[config.mk]
export PLATFORM = sky130hd
export DESIGN_NAME = ofifo_col
export DESIGN_NICKNAME = d
export VERILOG_FILES = /design/src/rtl/fifo_col_lane.sv /design/src/rtl/ofifo_col.sv
export SDC_FILE = /design/constraint.sdc
export NUM_CORES = 1
export LEC_CHECK = 0
export ABC_AREA = 1
export BUFFER_PORTS_ARGS = -buffer_cell sky130_fd_sc_hd__buf_2
export CAP_MARGIN = 25
export CORE_MARGIN = 4
export CORE_UTILIZATION = 45
export DETAILED_ROUTE_END_ITERATION = 8
export PLACE_DENSITY = 0.59
export SYNTH_ARGS = -nofsm -noshare
export SYNTH_HDL_FRONTEND = slang
export SYNTH_SLANG_ARGS = --single-unit
export TNS_END_PERCENT = 30
[constraint.sdc]
create_clock -name clk -period 6.2 [get_ports clk]
set_input_delay 0.62 -clock clk [delete_from_list [all_inputs] [get_ports clk]]
set_output_delay 0.62 -clock clk [all_outputs]
set_load 0.01 [all_outputs]
[src/rtl/fifo_col_lane.sv]
// rtl/fifo_col_lane.sv - single-column synchronous FIFO with combinational head word
module fifo_col_lane #(
    parameter int bw    = 4,
    parameter int depth = 16
) (
    input  logic          clk,
    input  logic          reset,
    input  logic          push,
    input  logic [bw-1:0] din,
    input  logic          pop,
    output logic [bw-1:0] dout,
    output logic          empty,
    output logic          full
);
    localparam int ptr_w = $clog2(depth);
    localparam logic [ptr_w:0] cnt_max = (ptr_w+1)'(depth);

    logic [bw-1:0]    mem [depth];
    logic [ptr_w-1:0] wptr;
    logic [ptr_w-1:0] rptr;
    logic [ptr_w:0]   cnt;

    // Storage is deliberately left uncleared by reset; only pointers/count matter.
    always_ff @(posedge clk) begin
        if (push) begin
            mem[wptr] <= din;
        end
    end

    always_ff @(posedge clk) begin
        if (reset) begin
            wptr <= '0;
            rptr <= '0;
            cnt  <= '0;
        end else begin
            if (push) begin
                wptr <= wptr + 1'b1;
            end
            if (pop) begin
                rptr <= rptr + 1'b1;
            end
            case ({push, pop})
                2'b10:   cnt <= cnt + 1'b1;
                2'b01:   cnt <= cnt - 1'b1;
                default: cnt <= cnt;
            endcase
        end
    end

    assign dout  = mem[rptr];
    assign empty = (cnt == '0);
    assign full  = (cnt == cnt_max);
endmodule

[src/rtl/ofifo_col.sv]
// rtl/ofifo_col.sv - per-column psum FIFOs releasing one aligned row per pop, zero when idle
module ofifo_col #(
    parameter int bw    = 4,
    parameter int col   = 8,
    parameter int depth = 16
) (
    input  logic              clk,
    input  logic              reset,
    input  logic [col-1:0]    wr,
    input  logic [bw*col-1:0] in,
    input  logic              rd,
    output logic [bw*col-1:0] out,
    output logic              out_valid,
    output logic              o_valid,
    output logic              o_full,
    output logic              o_ready,
    output logic              overflow
);
    logic [col-1:0]    lane_empty;
    logic [col-1:0]    lane_full;
    logic [col-1:0]    accept;
    logic [bw*col-1:0] head_row;
    logic              pop;

    assign o_valid = ~|lane_empty;
    assign o_full  = |lane_full;
    assign o_ready = ~o_full;
    assign pop     = rd & o_valid;

    // A full lane still accepts a write when the same cycle pops it.
    assign accept = wr & (~lane_full | {col{pop}});

    for (genvar i = 0; i < col; i++) begin : g_lane
        fifo_col_lane #(
            .bw    (bw),
            .depth (depth)
        ) u_lane (
            .clk   (clk),
            .reset (reset),
            .push  (accept[i]),
            .din   (in[bw*i +: bw]),
            .pop   (pop),
            .dout  (head_row[bw*i +: bw]),
            .empty (lane_empty[i]),
            .full  (lane_full[i])
        );
    end

    // Idle cycles drive zero so downstream accumulators add nothing.
    always_ff @(posedge clk) begin
        if (reset) begin
            out       <= '0;
            out_valid <= 1'b0;
        end else if (pop) begin
            out       <= head_row;
            out_valid <= 1'b1;
        end else begin
            out       <= '0;
            out_valid <= 1'b0;
        end
    end

    always_ff @(posedge clk) begin
        if (reset) begin
            overflow <= 1'b0;
        end else if (|(wr & ~accept)) begin
            overflow <= 1'b1;
        end
    end
endmodule

# After elaboration in Yosys (flattened, before gate mapping)
# Memory sizes are Yosys's and may differ from the RTL's. A register that Yosys moved wholly into a read port is not among the register bits.
# Index checks and enable logic that the tools add are counted.
# totals
mem_bits_rw,512
memories,8
inputBits,43
register_bits,106
output_inout_bits,37
word_cells,144
# mem_list
memory,words,width,rd,rd_ports_with_merged_regs,wr,line_no,source
g_lane[0].u_lane.mem,16,4,1,1,1,fifo_col_lane.sv:18,logic [bw-1:0] mem [depth];
g_lane[1].u_lane.mem,16,4,1,1,1,fifo_col_lane.sv:18,
g_lane[2].u_lane.mem,16,4,1,1,1,fifo_col_lane.sv:18,
g_lane[3].u_lane.mem,16,4,1,1,1,fifo_col_lane.sv:18,
g_lane[4].u_lane.mem,16,4,1,1,1,fifo_col_lane.sv:18,
g_lane[5].u_lane.mem,16,4,1,1,1,fifo_col_lane.sv:18,
2 more memories,n/a,n/a,n/a,n/a,n/a,n/a,
# classes
n_addsub,32
bitwise,8
eq_ne,24
n_mux,25
n_reduce_logical,21
# ops
op,count
$pmux W5 S2,8
$add A4 B1 Y4 const B,16
$add A5 B1 Y5 const B,8
$eq A5 B5 Y1 const B,8
$logic_not A5 Y1,8
$sub A5 B1 Y5 const B,8
$reduce_or A8 Y1,3
$mux W1,17
$and A8 B8 Y8,2
$eq A2 B1 Y1 const B,8
$eq A2 B2 Y1 const B,8
$not A8 Y8,2
$reduce_bool A2 Y1,8
$or A8 B8 Y8,1
$not A1 Y1,2
$reduce_or A2 Y1,1
$and A1 B1 Y1,1
$logic_not A1 Y1,1

# Depth between registers and ports, before layout
# Gate-level depths: netlist of run 1.
# logic_depth
ltp_word,9
mapped_depth,18
ltp_nobuf,17

# By module
# Synthesis of run 1 repeated with hierarchy kept, for this count alone.
# unflattened
hier_cells,2823
hier_area_um2,30387.9
# modules_own_cells
mod,area_each_um2,seq_area_each_um2,cells_each,n_inst
fifo_col_lane (g_lane[0].u_lane ...),3656.0,2262.2,335,6
fifo_col_lane (g_lane[6].u_lane),3666.0,2262.2,334,1
fifo_col_lane (g_lane[7].u_lane),3502.1,2262.2,331,1
ofifo_col,1283.7,680.7,148,1

# Least setup slack after synthesis of run 1
# OpenSTA, ideal clock, no wires.
# synth_timing
path_type,reg2reg
start,register g_lane[4].u_lane.cnt[0]
end,register g_lane[4].u_lane.cnt[4]
synth_period_minus_slack_ns,2.247
stages_incl_launch_ff,19
t_required_ns,6.085
arrival_time_ns,2.132
path_buffers,1
setup_ns,0.115
path_slack_ns,3.953
path_cell_list,dfxtp_1 nor2_1 nand3_1 nand2_1 nor2_1 nand3_2 inv_2 buf_4 nand2_1 inv_1 fa_1 nand2_1 nand2_1 a21oi_1 nand2_1 nand2_1 nand3_1 nand2_1 nor2_1
# synth_between
elab_chain_cells,8
word_cells_on_any_way,14
classes_between,add/sub: 2; eq/ne: 3; mux: 1; bitwise: 4; reduce/logical: 4
# synth_lines
element,line_no,source
"start, declared",fifo_col_lane.sv:21,logic [ptr_w:0] cnt;
"start signal, assigned",fifo_col_lane.sv:43,2'b10: cnt <= cnt + 1'b1;
"start signal, assigned",fifo_col_lane.sv:44,2'b01: cnt <= cnt - 1'b1;
"start signal, assigned",fifo_col_lane.sv:45,default: cnt <= cnt;
$logic_not A5 Y1,fifo_col_lane.sv:51,assign empty = (cnt == '0);
$reduce_or A8 Y1,ofifo_col.sv:25,assign o_valid = ~|lane_empty;
$logic_not A1 Y1,ofifo_col.sv:25,
$and A1 B1 Y1,ofifo_col.sv:28,assign pop = rd & o_valid;
$or A8 B8 Y8,ofifo_col.sv:31,assign accept = wr & (~lane_full | {col{pop}});
$and A8 B8 Y8,ofifo_col.sv:31,
$eq A2 B1 Y1 / $eq A2 B2 Y1 (equally long branches),fifo_col_lane.sv:42,"case ({push, pop})"
$pmux W5 S2 / $reduce_bool A2 Y1 (equally long branches),n/a,
# Several ways; a longest one is shown, not always the timed one.
# A chain may end at the register's enable or synchronous reset.

# Final worst setup path of run 1
# layout_timing
start,register g_lane[4].u_lane.cnt[0]
end,register g_lane[5].u_lane.cnt[4]
# layout_between
elab_chain_cells,8
word_cells_on_any_way,10
classes_between,eq/ne: 2; mux: 1; bitwise: 3; reduce/logical: 4
# layout_lines
element,line_no
$logic_not A5 Y1 *,fifo_col_lane.sv:51
$reduce_or A8 Y1 *,ofifo_col.sv:25
$logic_not A1 Y1 *,ofifo_col.sv:25
$and A1 B1 Y1 *,ofifo_col.sv:28
$or A8 B8 Y8,ofifo_col.sv:31
$and A8 B8 Y8,ofifo_col.sv:31
$eq A2 B1 Y1 / $eq A2 B2 Y1 (equally long branches),fifo_col_lane.sv:42
$pmux W5 S2 / $reduce_bool A2 Y1 (equally long branches),n/a
"end signal, assigned",fifo_col_lane.sv:43
"end signal, assigned",fifo_col_lane.sv:44
"end signal, assigned",fifo_col_lane.sv:45
"end, declared",fifo_col_lane.sv:21
# Every way passes the cells marked *; elsewhere a longest branch is shown, timed or not.

==> out/summary.txt, run 1 <==
Status = completed
IO Port Bufs = 79
Post-CTS Setup Bufs = 0
First-pass GRT wire length = 93,580 um
Clock power frac = 0.439
Die Height = 253.8 um
Clk Latency, worst-skew pair = 0.60 ns
Metal3 WL = 3110 um
Number of max-cap violations = 0
Post-CTS Resized = 0
Worst min-delay path category = in2reg
Netlist cell types = 36
Top Layer Used = met5
DR WL/cell = 17.66 um
R2r startpoint = g_lane[4].u_lane.cnt[0]$_SDFFE_PP0P_
CTS tree = yes
Setup crit end = g_lane[5].u_lane.cnt[4]$_SDFFE_PP0P_
Crit. Startpoint = g_lane[4].u_lane.cnt[0]$_SDFFE_PP0P_
CP arrival = 4.45 ns
Mapped Nets = 2,541
Full die area = 0.06441 mm^2
Post-synth top area cell = edfxtp_1
Non-Filler Instances = 3,320
Top cell type's share of synthesized area = 0.5655
Final count of pins violating max slew = 0
Final nets = 2,603
Fin crit share = 0.6389
Syn-to-layout area delta = 12.59%
Share of cells above drive strength 1 = 0.08723
Critical Path Source Type = register
Initial core utilization = 0.4572
Initial drt markers = 1,336
Cts bufs inserted = 70
Via count = 17,890
R2R cell count = 17
Worst-path clk slew = 0.07 ns
Lkg Pwr = 0.01088 uW
DR vias/cell = 5.389
Max VDD drop = 0.0002232 V
I/O pins = 80
Met2 WL = 27,690 um
Worst-margin pin slew = 0.9469 ns
WL met1 = 26,640 um
Final hold violations = 0
Global route overflow = 0
Largest net degree at the start of global routing = 67
Hold Buf Count CTS = 0
# setup viols final = 0
Clock Skew = 0.02525 ns
Tot GR Track Use = 0.1808
Sw power = 1994 uW
Hold_ws = 0.4158 ns
Mean post-synth cell area = 11.21 um^2
Clk root buf = clkbuf_16
Flop pwr share = 0.518
Vias in the first global route = 17,410
Die W = 253.8 um
Fin worst setup slack = 2.239 ns
Combinational Power Share = 0.042
Fin crit period = 3.961 ns
Dpl ws = 2.211 ns
Core area = 0.05946 mm^2
First-pass iteration count of the detailed router = 5
Sum of negative setup slack = 0 ns
Sw frac = 0.2149
RSZ-0062 raised after global routing = no
Worst Path Required = 6.69 ns
Initial antenna violation count = 6
Clock sinks = 650
Netlist Area Pre-Place = 0.02719 mm^2
P_int = 7287 uW
R2R Setup Slk = 2.24 ns
Setup Crit Path Kind = reg2reg
Hold wc startpoint = in[22]
Max frequency = 252.4 MHz
Syn Inst Count = 2,426
H-Tree Depth = 3
DPL Wire Length = 37,690 um
Yosys reg bits = 650
Top cells by area, synth = edfxtp_1, dfxtp_1, nor2_1
Antenna-violating nets left = 0
Rel. slew slack = 0.3680
Drt drc = 0
Sequential-to-total area share from yosys stat = 0.6671
Synth warnings = 0
RD Place Congestion = 0.8370
Dpl cells = 3,183
Row count = 89
Power Density = 303.2 mW/mm^2
Crit path capture type = register
Crit path max fanout = 66
Max clock buf depth = 3
Routed WL = 58,630 um
R2r endpoint = g_lane[5].u_lane.cnt[4]$_SDFFE_PP0P_
registers in the layout, summed over array words and instances, names as in the netlist:
signal,cells
g_lane.u_lane.cnt,40
g_lane.u_lane.mem,512
g_lane.u_lane.rptr,32
g_lane.u_lane.wptr,32
out,32
out_valid,1
overflow,1
how the worst min path moves through the flow:
| stage | endpoint | slack [ns] | cells after the start |
|---|---|---|---|
| finish | g_lane[5].u_lane.mem[9][2]$_DFFE_PP_ | 0.42 | 1 |
| global route | g_lane[6].u_lane.mem[1][3]$_DFFE_PP_ | 0.39 | 1 |
| CTS | g_lane[4].u_lane.mem[6][3]$_DFFE_PP_ | 0.38 | 1 |
| detailed placement | g_lane[1].u_lane.cnt[2]$_SDFFE_PP0P_ | 0.48 | 2 |
| global placement | g_lane[0].u_lane.cnt[2]$_SDFFE_PP0P_ | 0.48 | 2 |
| floorplan | g_lane[0].u_lane.cnt[0]$_SDFFE_PP0P_ | 0.46 | 1 |
kinds of logic (layout without fill, tap and decap cells):
group / after synthesis / after routing / synth area share
DFF: 650 / 650 / 0.6671
muxes: 37 / 37 / 0.01362
buffers and inverters: 232 / 351 / 0.03337
and+or+nand+nor: 869 / 869 / 0.1275
xor gates and xnor gates: 19 / 19 / 0.006121
other: 0 / 2 / 0
AOI/OAI and AO/OA: 547 / 547 / 0.1169
adders and majority gates: 72 / 72 / 0.03534
through the flow:
stage / cell area (um^2) / util / total power, uW
global placement: 28200 / 0.4742 / 5285
global route: 30610 / 0.5147 / 9621
floorplan: 27190 / - / 5137
detailed placement: 28200 / 0.4742 / 5298
CTS: 30440 / 0.5119 / 9378
finish: 30610 / 0.5148 / 9281
routing by layer:
metal,track usage,up-vias
met1,0.2502,8661
met4,0.04875,6
met2,0.2936,341
met5,0,-
met3,0.03736,97
li1,-,8786
synth_stat cells:
cell type,count
nand2_2,18
inv_2,8
buf_6,1
ha_1,64
xor2_1,13
xnor2_1,6
buf_1,4
o21ai_1,9
nand3b_1,6
nand3_1,64
a31oi_1,2
inv_1,112
nor2_1,485
nand4_1,3
o221ai_1,53
buf_2,14
fa_1,8
edfxtp_1,512
nand3_2,1
o22ai_1,37
nand2_1,271
o21ai_0,308
a211oi_1,7
mux2i_1,37
buf_4,3
a21oi_1,90
nor3_1,12
clkinv_1,8
dfxtp_1,138
o21bai_1,1
nor4_1,3
nor3b_1,5
a21oi_4,3
nor2_2,1
clkbuf_1,82
o32ai_1,37
power by group through the flow:
stage | combinational [uW] | clock, uW | sequential (uW)
2_1_floorplan | 243 | 0 | 4890
3_3_place_gp | 384 | 0 | 4900
3_5_place_dp | 394 | 0 | 4900
4_1_cts | 396 | 4170 | 4810
5_1_grt | 448 | 4360 | 4820
6_report | 393 | 4080 | 4810
cell type report:
type                       instances  area (um^2)
tap                              773        967.2
clock inverter                    38        316.6
antenna                            2        5.005
fill                            5272        28850
multi-input combinational       1544         8150
timing repair buffer              94        628.1
clock buffer                      91         1926
inverter                         128        480.5
sequential                       650        18140
cells in the final DEF (no fill, tap or decap), types with 2 or more instances in the layout:
cell | synthesis | routed
edfxtp_1 | 512 | 512
nor2_1 | 485 | 485
o21ai_0 | 308 | 308
nand2_1 | 271 | 271
dfxtp_1 | 138 | 138
inv_1 | 112 | 110
a21oi_1 | 90 | 90
buf_2 | 14 | 79
clkbuf_16 | 0 | 74
nand3_1 | 64 | 64
ha_1 | 64 | 64
o221ai_1 | 53 | 53
o22ai_1 | 37 | 37
o32ai_1 | 37 | 37
mux2i_1 | 37 | 37
clkinv_1 | 8 | 26
nand2_2 | 18 | 18
clkbuf_1 | 82 | 16
xor2_1 | 13 | 13
nor3_1 | 12 | 12
clkinv_2 | 0 | 12
inv_2 | 8 | 9
o21ai_1 | 9 | 9
buf_4 | 3 | 9
fa_1 | 8 | 8
a211oi_1 | 7 | 7
nand3b_1 | 6 | 6
xnor2_1 | 6 | 6
buf_16 | 0 | 6
nor3b_1 | 5 | 5
bufinv_16 | 0 | 5
nand4_1 | 3 | 3
a21oi_4 | 3 | 3
nor4_1 | 3 | 3
inv_6 | 0 | 3
diode_2 | 0 | 2
a31oi_1 | 2 | 2
worst max-delay path, cell delays in order (launching register included):
cell and delay [ns]:
dfxtp_1 0.42, nor2_1 0.10, nand3_1 0.09, nand2_1 0.08, nor2_1 0.18, nand3_4 0.64
inv_2 0.78, nand2_1 0.22, inv_1 0.17, ha_1 0.29, nand2_1 0.09, nor2_1 0.04
a211oi_1 0.31, nand2_1 0.11, nand2_1 0.11, nand3_1 0.07, nand2_1 0.07, nor2_1 0.05
No activity file was read; power rests on OpenSTA's default activity.
==> run 2, diff against run 1 <==
==> constraint.sdc (replaced) <==
create_clock -name clk -period 3.7 [get_ports clk]
set_input_delay 0.37 -clock clk [delete_from_list [all_inputs] [get_ports clk]]
set_output_delay 0.37 -clock clk [all_outputs]
set_load 0.01 [all_outputs]
==> run 2 against run 1 <==
Net effect: power is 70% higher; clock-buffer cell count up 13; die area is the same; register-to-register slack worse by 1.6 ns; sequential cell count unchanged; first-iteration DRC count is 8.5% higher; hold slack worse by 0.27 ns; critical path type unchanged.
==> out/summary.txt, run 2 (synthesis gave the netlist of run 1 again) <==
Status = completed
First-pass iteration count of the detailed router = 5 (unchanged)
Sum of negative setup slack = 0 ns (unchanged)
Full die area = 0.06441 mm^2 (unchanged)
P_int = 12,400 uW (+70%)
Critical Path Source Type = register
Syn-to-layout area delta = 12.94%
CP arrival = 3.56 ns (-0.89 ns)
Non-Filler Instances = 3,328 (+0.24%)
Max VDD drop = 0.0003975 V (+78%)
DR vias/cell = 5.423 (+0.63%)
Row count = 89 (unchanged)
Critical Path Max Stage Delay = 0.49 ns (-0.29 ns)
Max clock buf depth = 3 (unchanged)
Via count = 18,050 (+0.87%)
IO Port Bufs = 79 (unchanged)
Share of cells above drive strength 1 = 0.09166 (+0.004427)
Flop pwr share = 0.512 (-0.006)
Fin worst setup slack = 0.6282 ns (-1.611 ns)
Worst-path clk slew = 0.06 ns (about the same)
Core area = 0.05946 mm^2 (unchanged)
RSZ-0062 raised after global routing = no
Fin crit period = 3.072 ns (-0.8894 ns)
Hold_ws = 0.1508 ns (-0.2650 ns)
Sw power = 3344 uW (+68%)
Global route overflow = 0 (unchanged)
Crit path max fanout = 23 (-65%)
Post-route cell area = 0.03070 mm^2 (+0.31%)
Antenna-violating nets left = 0 (unchanged)
Rel. slew slack = 0.3386 (-0.02943)
Clk root buf = clkbuf_16
CTS tree = yes
CP most frequent cell = nand2_1
Clk Latency, worst-skew pair = 0.60 ns (about the same)
Top reg by flops = g_lane.u_lane.mem
Initial antenna violation count = 8 (+2)
Clock power frac = 0.446 (+0.007)
Lkg Pwr = 0.01093 uW (+0.47%)
H-Tree Depth = 3 (unchanged)
Fillcell total = 5,230 (-0.80%)
Setup Crit Path Kind = reg2reg
Post-CTS Resized = 0 (unchanged)
Crit path capture type = register
Sw frac = 0.2124 (-0.002474)
Drt drc = 0 (unchanged)
Tot GR Track Use = 0.1833 (+0.002451)
I/O pins = 80 (unchanged)
RD Place Congestion = 0.8098 (-3.2%)
Most frequent cells in the layout = edfxtp_1, nor2_1, o21ai_0, nand2_1, dfxtp_1
Worst min-delay path category = in2reg
Cts bufs inserted = 72 (+2.9%)
Final count of pins violating max slew = 0 (unchanged)
Vias in the first global route = 17,780 (+2.1%)
Largest register FFs = 512 (unchanged)
Final nets = 2,611 (+0.31%)
Largest net degree at the start of global routing = 38 (-43%)
First-pass GRT wire length = 94,850 um (+1.4%)
Final hold violations = 0 (unchanged)
Dpl cells = 3,190 (+0.22%)
Power Density = 512.8 mW/mm^2 (+69%)
Cell Chain, Critical Path = nor2_1 -> nand3b_1 -> nand2_1 -> nor2_1 -> nand3_4 -> inv_2 -> nand2_1 -> inv_1 -> ha_1 -> nand2_1 -> nor2_1 -> a211oi_1 -> nand2_1 -> nand2_1 -> nand3_1 -> nand2_1 -> nor2_1
Commonest non-fill, non-tap cell in the layout = edfxtp_1
Initial drt markers = 1,450 (+8.5%)
Clock sinks = 650 (unchanged)
Max frequency = 325.5 MHz (+29%)
Worst Path Required = 4.19 ns (-2.50 ns)
Dpl ws = 0.5995 ns (-1.612 ns)
Initial core utilization = 0.4572 (unchanged)
DPL Wire Length = 38,380 um (+1.8%)
Fin crit share = 0.8302 (+0.1913)
# setup viols final = 0 (unchanged)
DP Area = 0.02825 mm^2 (+0.19%)
Worst path slowest cell = inv_2
Combinational Power Share = 0.042 (about the same)
Number of max-cap violations = 0 (unchanged)
Die Height = 253.8 um (unchanged)
Routed WL = 59,360 um (+1.2%)
Regs by FF count = g_lane.u_lane.mem x512, g_lane.u_lane.cnt x40
Die W = 253.8 um (unchanged)
Worst-margin pin slew = 0.9910 ns (+0.04410 ns)
Clock Skew = 0.02750 ns (+0.002256 ns)
DR WL/cell = 17.84 um (+1.0%)
-- run 2: changes by cell type in the layout (fill, tap and decap cells not counted), moves of 2 or more --
cell and delta:
buf_16 -2, clkbuf_8 +6, clkinvlp_4 +2, clkinv_1 -11, buf_4 +7, clkbuf_1 +6
clkinv_2 -2
-- run 2: final timing paths --
path / start / end / slack, ns / cells past startpoint
max: g_lane[1].u_lane.cnt[0]$_SDFFE_PP0P_ / g_lane[0].u_lane.cnt[4]$_SDFFE_PP0P_ / 0.63 / 17
max reg2reg: g_lane[1].u_lane.cnt[0]$_SDFFE_PP0P_ / g_lane[0].u_lane.cnt[4]$_SDFFE_PP0P_ / 0.63 / 17
min reg2reg: g_lane[6].u_lane.cnt[2]$_SDFFE_PP0P_ / g_lane[6].u_lane.cnt[2]$_SDFFE_PP0P_ / 0.49 / 2
min: wr[3] / g_lane[3].u_lane.wptr[1]$_SDFFE_PP0P_ / 0.15 / 3
-- run 2: critical path: cells and delay by family, from the launching register on --
kind / cells / cell delay [ns]
AO/OA/AOI/OAI: 1 / 0.26
adder cells (fa/ha/maj): 1 / 0.28
buffers and inverters: 2 / 0.64
flip-flops: 1 / 0.40
AND/OR/NAND/NOR: 13 / 1.39
-- run 2: layout make-up --
| type | count | area [um^2] | share of cell area |
|---|---|---|---|
| antenna | 2 | 5.005 | 0.0001630 |
| clock buffer | 104 | 2056 | 0.06695 |
| clock inverter | 27 | 272.8 | 0.008883 |
| inverter | 128 | 480.5 | 0.01565 |
| multi-input combinational | 1544 | 8150 | 0.2654 |
| sequential | 650 | 18140 | 0.5907 |
| tap | 773 | 967.2 | 0.03150 |
| timing repair buffer | 100 | 635.6 | 0.02070 |
-- run 2: power by group through the flow --
| stage | registers, uW | logic, uW | clock network (uW) |
|---|---|---|---|
| floorplan | 8200 | 408 | 0 |
| global placement | 8210 | 650 | 0 |
| detailed placement | 8220 | 669 | 0 |
| CTS | 8060 | 673 | 7170 |
| global route | 8070 | 757 | 7490 |
| finish | 8060 | 666 | 7020 |
-- run 2: what timing repair did --
action	in CTS	in global routing
hold endpoints to repair	1	0
hold buffers	1	0
setup buffers	0	0
-- run 2: layer usage --
metal,global-route usage,wire [um],up-vias
li1,-,-,8783
met2,0.2982,28200,414
met1,0.2501,26420,8731
met3,0.04104,3351,107
met5,0,62,-
met4,0.05125,1323,12
-- run 2: metrics by stage --
step	total power [uW]	util
after global routing	16320	0.5163
after detailed placement	8886	0.4751
final	15750	0.5163
after global placement	8861	0.4751
after floorplan	8608	-
after CTS	15910	0.5144
